$ cat src/rtl/lockin_demod_mixer.sv
// Lock-in demodulator front end: NCO, quarter-wave sine ROM and I/Q mixers.
// Five register stages from an accepted ADC sample to its out_tick strobe.
module lockin_demod_mixer #(
    parameter int ADC_W  = 16,
    parameter int LUT_AW = 8
) (
    input  logic             clk,
    input  logic             rst,
    input  logic             adc_tick,
    input  logic [ADC_W-1:0] adc_data,
    input  logic [31:0]      freq_word,
    input  logic [31:0]      phase_off,
    output logic [31:0]      i_out,
    output logic [31:0]      q_out,
    output logic             out_tick,
    output logic             ref_sq
);

    localparam int PW  = LUT_AW + 2;
    localparam int LO  = 32 - PW;
    localparam int LN  = 1 << LUT_AW;
    localparam int PRW = 2 * ADC_W;

    // Half-step sample points keep the quarter-wave mirror exact.
    function automatic logic [15:0] lut_val(input int k);
        real x;
        real term;
        real acc;
        x = 3.14159265358979323846 * ($itor(k) + 0.5) / $itor(2 * LN);
        term = x;
        acc = x;
        for (int n = 1; n < 14; n++) begin
            term = -term * x * x / $itor((2 * n) * (2 * n + 1));
            acc = acc + term;
        end
        return 16'($rtoi(32767.0 * acc + 0.5));
    endfunction

    logic [15:0] w_lut [LN];

    for (genvar k = 0; k < LN; k++) begin : g_lut
        localparam logic [15:0] LV = lut_val(k);
        assign w_lut[k] = LV;
    end

    logic                    r_last;
    logic [31:0]             r_acc;
    logic                    r_sq;

    logic                    r_v1;
    logic signed [ADC_W-1:0] r_adc1;
    logic [PW-1:0]           r_p1;

    logic                    r_v2;
    logic signed [ADC_W-1:0] r_adc2;
    logic                    r_neg_s2;
    logic                    r_neg_c2;
    logic [LUT_AW-1:0]       r_addr_s2;
    logic [LUT_AW-1:0]       r_addr_c2;

    logic                    r_v3;
    logic signed [ADC_W-1:0] r_adc3;
    logic                    r_neg_s3;
    logic                    r_neg_c3;
    logic [15:0]             r_lut_s3;
    logic [15:0]             r_lut_c3;

    logic                    r_v4;
    logic signed [ADC_W-1:0] r_adc4;
    logic signed [15:0]      r_ref_s4;
    logic signed [15:0]      r_ref_c4;

    logic                    r_tick;
    logic [PRW-1:0]          r_i;
    logic [PRW-1:0]          r_q;

    logic                    w_acc;
    logic [LO-1:0]           w_lo;
    logic                    w_cy;
    logic [PW-1:0]           w_ph;
    logic [PW-1:0]           w_pc;
    logic signed [PRW-1:0]   w_prod_i;
    logic signed [PRW-1:0]   w_prod_q;

    assign w_acc = adc_tick && !r_last;

    // Only the top phase bits reach the ROM; the low half just supplies a carry.
    assign w_lo = r_acc[LO-1:0] + phase_off[LO-1:0];
    assign w_cy = w_lo < r_acc[LO-1:0];
    assign w_ph = r_acc[31 -: PW] + phase_off[31 -: PW] + PW'(w_cy);

    assign w_pc = r_p1 + PW'(LN);

    assign w_prod_i = PRW'(r_adc4) * PRW'(r_ref_c4);
    assign w_prod_q = PRW'(r_adc4) * PRW'(r_ref_s4);

    always_ff @(posedge clk) begin
        if (rst) begin
            r_last <= 1'b0;
            r_acc  <= '0;
            r_sq   <= 1'b0;
        end else begin
            r_last <= adc_tick;
            r_sq   <= r_acc[31];
            if (w_acc) begin
                r_acc <= r_acc + freq_word;
            end
        end
    end

    always_ff @(posedge clk) begin
        if (rst) begin
            r_v1      <= 1'b0;
            r_adc1    <= '0;
            r_p1      <= '0;
            r_v2      <= 1'b0;
            r_adc2    <= '0;
            r_neg_s2  <= 1'b0;
            r_neg_c2  <= 1'b0;
            r_addr_s2 <= '0;
            r_addr_c2 <= '0;
            r_v3      <= 1'b0;
            r_adc3    <= '0;
            r_neg_s3  <= 1'b0;
            r_neg_c3  <= 1'b0;
            r_lut_s3  <= '0;
            r_lut_c3  <= '0;
            r_v4      <= 1'b0;
            r_adc4    <= '0;
            r_ref_s4  <= '0;
            r_ref_c4  <= '0;
            r_tick    <= 1'b0;
            r_i       <= '0;
            r_q       <= '0;
        end else begin
            r_v1 <= w_acc;
            if (w_acc) begin
                r_adc1 <= adc_data;
                r_p1   <= w_ph;
            end

            r_v2      <= r_v1;
            r_adc2    <= r_adc1;
            r_neg_s2  <= r_p1[PW-1];
            r_neg_c2  <= w_pc[PW-1];
            r_addr_s2 <= r_p1[LUT_AW] ? ~r_p1[LUT_AW-1:0] : r_p1[LUT_AW-1:0];
            r_addr_c2 <= w_pc[LUT_AW] ? ~w_pc[LUT_AW-1:0] : w_pc[LUT_AW-1:0];

            r_v3     <= r_v2;
            r_adc3   <= r_adc2;
            r_neg_s3 <= r_neg_s2;
            r_neg_c3 <= r_neg_c2;
            r_lut_s3 <= w_lut[r_addr_s2];
            r_lut_c3 <= w_lut[r_addr_c2];

            r_v4     <= r_v3;
            r_adc4   <= r_adc3;
            r_ref_s4 <= r_neg_s3 ? -r_lut_s3 : r_lut_s3;
            r_ref_c4 <= r_neg_c3 ? -r_lut_c3 : r_lut_c3;

            r_tick <= r_v4;
            if (r_v4) begin
                r_i <= w_prod_i;
                r_q <= w_prod_q;
            end
        end
    end

    assign i_out    = r_i;
    assign q_out    = r_q;
    assign out_tick = r_tick;
    assign ref_sq   = r_sq;

endmodule

$ cat config.mk
export PLATFORM = sky130hd
export DESIGN_NAME = lockin_demod_mixer
export DESIGN_NICKNAME = d
export VERILOG_FILES = /design/src/rtl/lockin_demod_mixer.sv
export SDC_FILE = /design/constraint.sdc
export NUM_CORES = 2
export LEC_CHECK = 0
export CELL_PAD_IN_SITES_DETAIL_PLACEMENT = 0
export CELL_PAD_IN_SITES_GLOBAL_PLACEMENT = 1
export CORE_ASPECT_RATIO = 1.1
export CORE_MARGIN = 1.5
export CORE_UTILIZATION = 53
export CTS_BUF_LIST = sky130_fd_sc_hd__clkbuf_8
export DETAILED_ROUTE_END_ITERATION = 10
export GPL_ROUTABILITY_DRIVEN = 0
export PLACE_DENSITY_LB_ADDON = 0.1
export SLEW_MARGIN = 20
export SYNTH_ARGS = -nofsm -noshare
export SYNTH_HDL_FRONTEND = slang
export SYNTH_SLANG_ARGS = --single-unit
$ cat constraint.sdc
create_clock -name clk -period 10 [get_ports clk]
set_clock_uncertainty 0.15 [all_clocks]
set_input_delay 1.5 -clock clk [delete_from_list [all_inputs] [get_ports clk]]
set_output_delay 1.5 -clock clk [all_outputs]
set_load 0.005 [all_outputs]
# [After elaboration in Yosys (flattened, before gate mapping)]
# Memory sizes are Yosys's and may differ from the RTL's. A register that Yosys moved wholly into a read port is not among the register bits.
# Cells that the tools add are included.
[totals] latch_bits=0 regBits=229 romBits=8192 in_bits=83 ram_bits=0 out_inout_bits=66 word_cells=45 memories=2
[op_classes] n_div=0 n_lt_le_gt_ge=1 shifts=0 mux=4 addsub=7 n_reduce_logical=2 n_bitwise=4 n_eq_ne=0 mul=2
[memory_table] memory="(no name shown)" words=256 width=16 read_ports=1 rd_ports_with_merged_regs=1 write_ports=0 line="154" source="r_lut_c3 <= w_lut[r_addr_c2];"
[memory_table] memory="(no name shown)" words=256 width=16 read_ports=1 rd_ports_with_merged_regs=1 write_ports=0 line="153" source="r_lut_s3 <= w_lut[r_addr_s2];"
[op_table] op="16-bit by 16-bit multiplier with 32-bit output" count=2
[op_table] op="32-bit adder" count=1
[op_table] op="16-bit 2-to-1 mux" count=2
[op_table] op="16-bit negation" count=2
[op_table] op="22-bit adder" count=1
[op_table] op="22-bit less-than comparator" count=1
[op_table] op="8-bit inverter with 9-bit output" count=2
[op_table] op="8-bit 2-to-1 mux" count=2
[op_table] op="8-bit inverter" count=2
[op_table] op="10-bit by 1-bit adder with 10-bit output" count=1
[op_table] op="10-bit adder" count=1
[op_table] op="10-bit by 9-bit adder with 10-bit output, second input constant" count=1
[op_table] op="1-bit logical AND" count=1
[op_table] op="1-bit zero test" count=1

# [Depth between registers and ports, before layout]
[depth] depth_word=3 mapped_depth=33 ltp_nobuf=33

# [Worst setup path before layout]
# OpenSTA, ideal clock, no wires.
[synth_path] path_type="input to register" from="in phase_off[0]" to="reg r_p1[8]" cell_stages=29 required_time_ps=9780 n_path_buf=0 path_slack_ps=3304 arrival_ps=6476 setup_time_ps=70 cell_sequence="and2_1 > fa_1 > a21o_1 > a21oi_1 > o21bai_1 > a21o_1 > a21oi_1 > o211ai_1 > a31oi_1 > o21ai_1 > a211o_1 > ha_1 > nand4_1 > a211oi_1 > nand2_1 > o21ai_0 > a31oi_1 > fa_1 > fa_1 > a21oi_1 > nor2_1 > nor2_1 > o21bai_1 > a21oi_1 > o21bai_1 > a21oi_1 > xnor2_1 > nand2_1 > a21oi_1"
[synth_between] elab_chain_cells=3
[synth_rtl] element="start: declaration" line="12" source="input logic [31:0] phase_off,"
[synth_rtl] element="22-bit adder" line="88" source="assign w_lo = r_acc[LO-1:0] + phase_off[LO-1:0];"
[synth_rtl] element="22-bit less-than comparator" line="89" source="assign w_cy = w_lo < r_acc[LO-1:0];"
[synth_rtl] element="10-bit by 1-bit adder with 10-bit output" line="90" source="assign w_ph = r_acc[31 -: PW] + phase_off[31 -: PW] + PW'(w_cy);"
[synth_rtl] element="end signal: assignment" line="139" source="r_p1 <= w_ph;"
[synth_rtl] element="end: declaration" line="52" source="logic [PW-1:0] r_p1;"
# No other way between the ends.
# A chain may end at the register's enable or synchronous reset.

# [Final worst setup path]
# Ends and elaborated chain as after synthesis.

==> impl_metrics.yaml <==
pwr:
  p_total_mw: 4.73
  seqPwrFrac_pct: 28.5
  p_leak_nw: 19.3
  p_sw_share_pct: 46.2
  vdd_drop_max_v: 0.000157
  clockPowerShare_pct: 22.9
  p_int_mw: 2.54
  powerDensity_nw_per_um2: 112
  p_comb_share_pct: 48.6
  power_switching_mw: 2.18
route:
  via_count: 34560
  first_iter_violations: 3503
  wl_per_cell_microns: 20.8
  route.detailed.drc: 0
  drt-pass1-iter-count: 6
  wl_microns: 121000
  vias_per_cell: 5.97
  ant_nets: 0
critical_path:
  crit_path_max_incr_delay_ns: 0.48
  crit_family: "compound AO/OA/AOI/OAI gates"
  required_ns: 10.40
  worstPathMaxFanout: 5
  crit_top_cell: "a21oi_1"
  critPathArrivalTime_ns: 7.85
  worstSetupStartpointType: "input pin"
  critPathCaptureType: "flop"
  worst-path-buf-inv: 1
  crit_type: "input pin to flop"
  crit_slowest_cell: "fa_1"
flow_run:
  drv_cap: 0
cts:
  cts_tree: "built"
  ctsResizeCount: 0
  cts_buffers: 45
  clock_path_buffers: 3
  cts_setup_buffers: 0
  clk_pin_slew_worst_paths_ns: 0.07
  root_buffer: "clkbuf_8"
  htreeDepth: 2
  cts_sinks: 259
  cts_hold_buffers: 0
  clock_latency_ns: 0.65
synthesis:
  synth_fa_ha_area_share_pct: 35.9
  synth_top_cell_by_area: "fa_1"
  synth_top_family_by_area: "adder cells"
  synthFlopType: "dfxtp_1"
  synthSimpleGateAreaFrac_pct: 18.2
  yosys_warnings: 0
  synth_area_per_cell_sq_um: 8.05
  synth_cells: 4864
  syn_area_sq_um: 39100
  synth_nets: 5753
  synth_area_leaders: "fa_1, dfxtp_1, ha_1"
  synth_seq_area_share_pct: 13.2
  synth_compound_area_share_pct: 18.3
  synth_top_area_share_pct: 27.0
  ys_ff_latch: 259
  synth_mux_area_share_pct: 1.82
  yosys.area_share.xor_xnor_pct: 3.31
  synth_cell_type_count: 87
  synth-edff-count: 0
  async_reset_ff_share_pct: 0
sta:
  setup_viol: 0
  setup_tns_ns: 0
  max_freq_ghz: 0.134
  slew_violations: 0
  min_period_ns: 7.45
  hold_viol: 0
  fin_crit_sh_pct: 74.5
  slew_headroom_pct: 31.3
  grt_setup_unrepaired: "false"
  worst_pin_slew_ns: 1.03
global_route:
  antenna_found_initial: 5
  grt_max_degree: 181
  grt_first_pass_wirelength_microns: 192000
  grt-ovfl-total: 0
  grt_pass1_vias: 34573
  grt_use_total_pct: 32.4
layout:
  post-route-util_pct: 57.6
  num-fill-cells: 6869
  final-instance-count-excl-fill: 5791
  drive_above_1_share_pct: 3.91
  regArea_sq_um: 5210
  layout.nets: 5689
  areaGrowthSynthToFinish_pct: 7.61
  multi_input_area_sq_um: 30400
floorplan:
  die_h_microns: 288
  start_util_pct: 53.5
  core_sq_um: 73100
  row_count: 104
  dieArea_sq_um: 75500
  pin_count: 149
  dieWidth_microns: 262
placed_design:
  dp.cells: 5707
  hpwlAfterDp_microns: 87900
  io_buffers: 148
status:
  status: "finished, final reports clean"
hold_path:
  hp-class: "flop to flop"
[power by group through the flow]
stage               clock network [mW]  registers (mW)  logic (mW)
floorplan                            0            1.22        1.65
global placement                     0            1.36        2.22
detailed placement                   0            1.36        2.21
CTS                               1.11            1.34        2.23
global route                      1.15            1.37        2.49
finish                            1.08            1.35        2.30
[cell families after synthesis]
kind of cell / count (synthesis)
simple gates: 1518
fa+ha+maj: 806
flops: 259
mux: 57
compound gates: 1115
buf+inv: 961
xor+xnor: 148
[area by class of cell]
type / count / share of cell area (%)
diodes: 2 / 0.0119
clock buffers: 56 / 1.83
repair buffers: 209 / 4.64
clock inverters: 26 / 0.523
inverters: 641 / 5.71
well taps: 954 / 2.83
flip-flops and latches: 259 / 12.4
multi-input cells: 3644 / 72.1
[layer usage]
layer  routed length, microns  part of all wire (%)  vias to the layer above  global-route usage, %
li1                         -                     -                    15956                      -
met1                    49500                    41                    16785                   43.0
met2                    56600                    47                     1503                   52.2
met3                     9340                   7.7                      312                   5.45
met4                     5070                   4.2                        4                   13.5
met5                       27                 0.022                        -                      0
[sequential cells by signal (all words and copies together), names as in the netlist, 8 cells and up]
name       flops
r_adc2        16
r_lut_c3      15
q_out         32
r_ref_c4      16
r_adc3        16
r_lut_s3      15
r_addr_s2      8
r_p1          10
r_acc         32
r_addr_c2      8
i_out         32
r_ref_s4      16
r_adc4        16
r_adc1        16
[cell usage in the layout (no fill, tap or decap), types with 147 or more instances in the layout]
cell type,count
inv_1,640
fa_1,528
nand2_1,519
nor2_1,372
a21oi_1,326
ha_1,278
and2_1,259
dfxtp_1,249
o21ai_0,245
clkdlybuf4s50_1,147
[stage by stage]
step	setup WS [ns]	hold slack (ns)	area, sq um
finish	2.55	0.277	42100
global route	2.14	0.295	42100
CTS	2.66	0.278	42100
detailed placement	2.00	0.272	41100
global placement	2.16	0.267	41100
floorplan	3.30	0.264	39100
[Yosys cell counts, types with 7 or more instances]
cell,count
or2_2,11
xor2_1,43
o311a_1,7
nand2_1,519
nor3_1,73
a31oi_1,42
o22a_1,16
dfxtp_1,259
a311oi_1,31
inv_1,631
a211o_1,10
a221oi_1,18
a211oi_1,76
a2111oi_0,9
clkbuf_1,270
o32ai_1,7
nand2b_1,45
a22oi_1,7
o311ai_0,25
o21ai_0,245
a21boi_0,8
nor4_1,8
mux4_2,11
o211ai_1,43
and2_1,259
a21oi_1,326
nand4_1,13
o22ai_1,25
o31ai_1,25
and3_1,17
o21bai_1,18
or4_1,8
ha_1,278
or3_1,19
mux2i_1,43
nor2b_1,82
o21a_1,14
a21o_1,67
fa_1,528
xnor2_1,105
nand3_1,76
buf_1,44
o21ai_1,19
o221ai_1,15
nor2_1,372
[path summary, 6_finish.rpt]
check	start	to	cells past startpoint	slack [ns]
setup reg to reg	r_ref_s4[1]$_SDFF_PP0_	q_out[28]$_SDFFE_PP0P_	21	2.75
hold / removal	r_adc3[7]$_SDFF_PP0_	r_adc4[7]$_SDFF_PP0_	1	0.28
hold reg to reg	r_adc3[7]$_SDFF_PP0_	r_adc4[7]$_SDFF_PP0_	1	0.28
setup / recovery	phase_off[0]	r_p1[8]$_SDFFE_PP0P_	30	2.55
(Power assumes the default switching activity.)
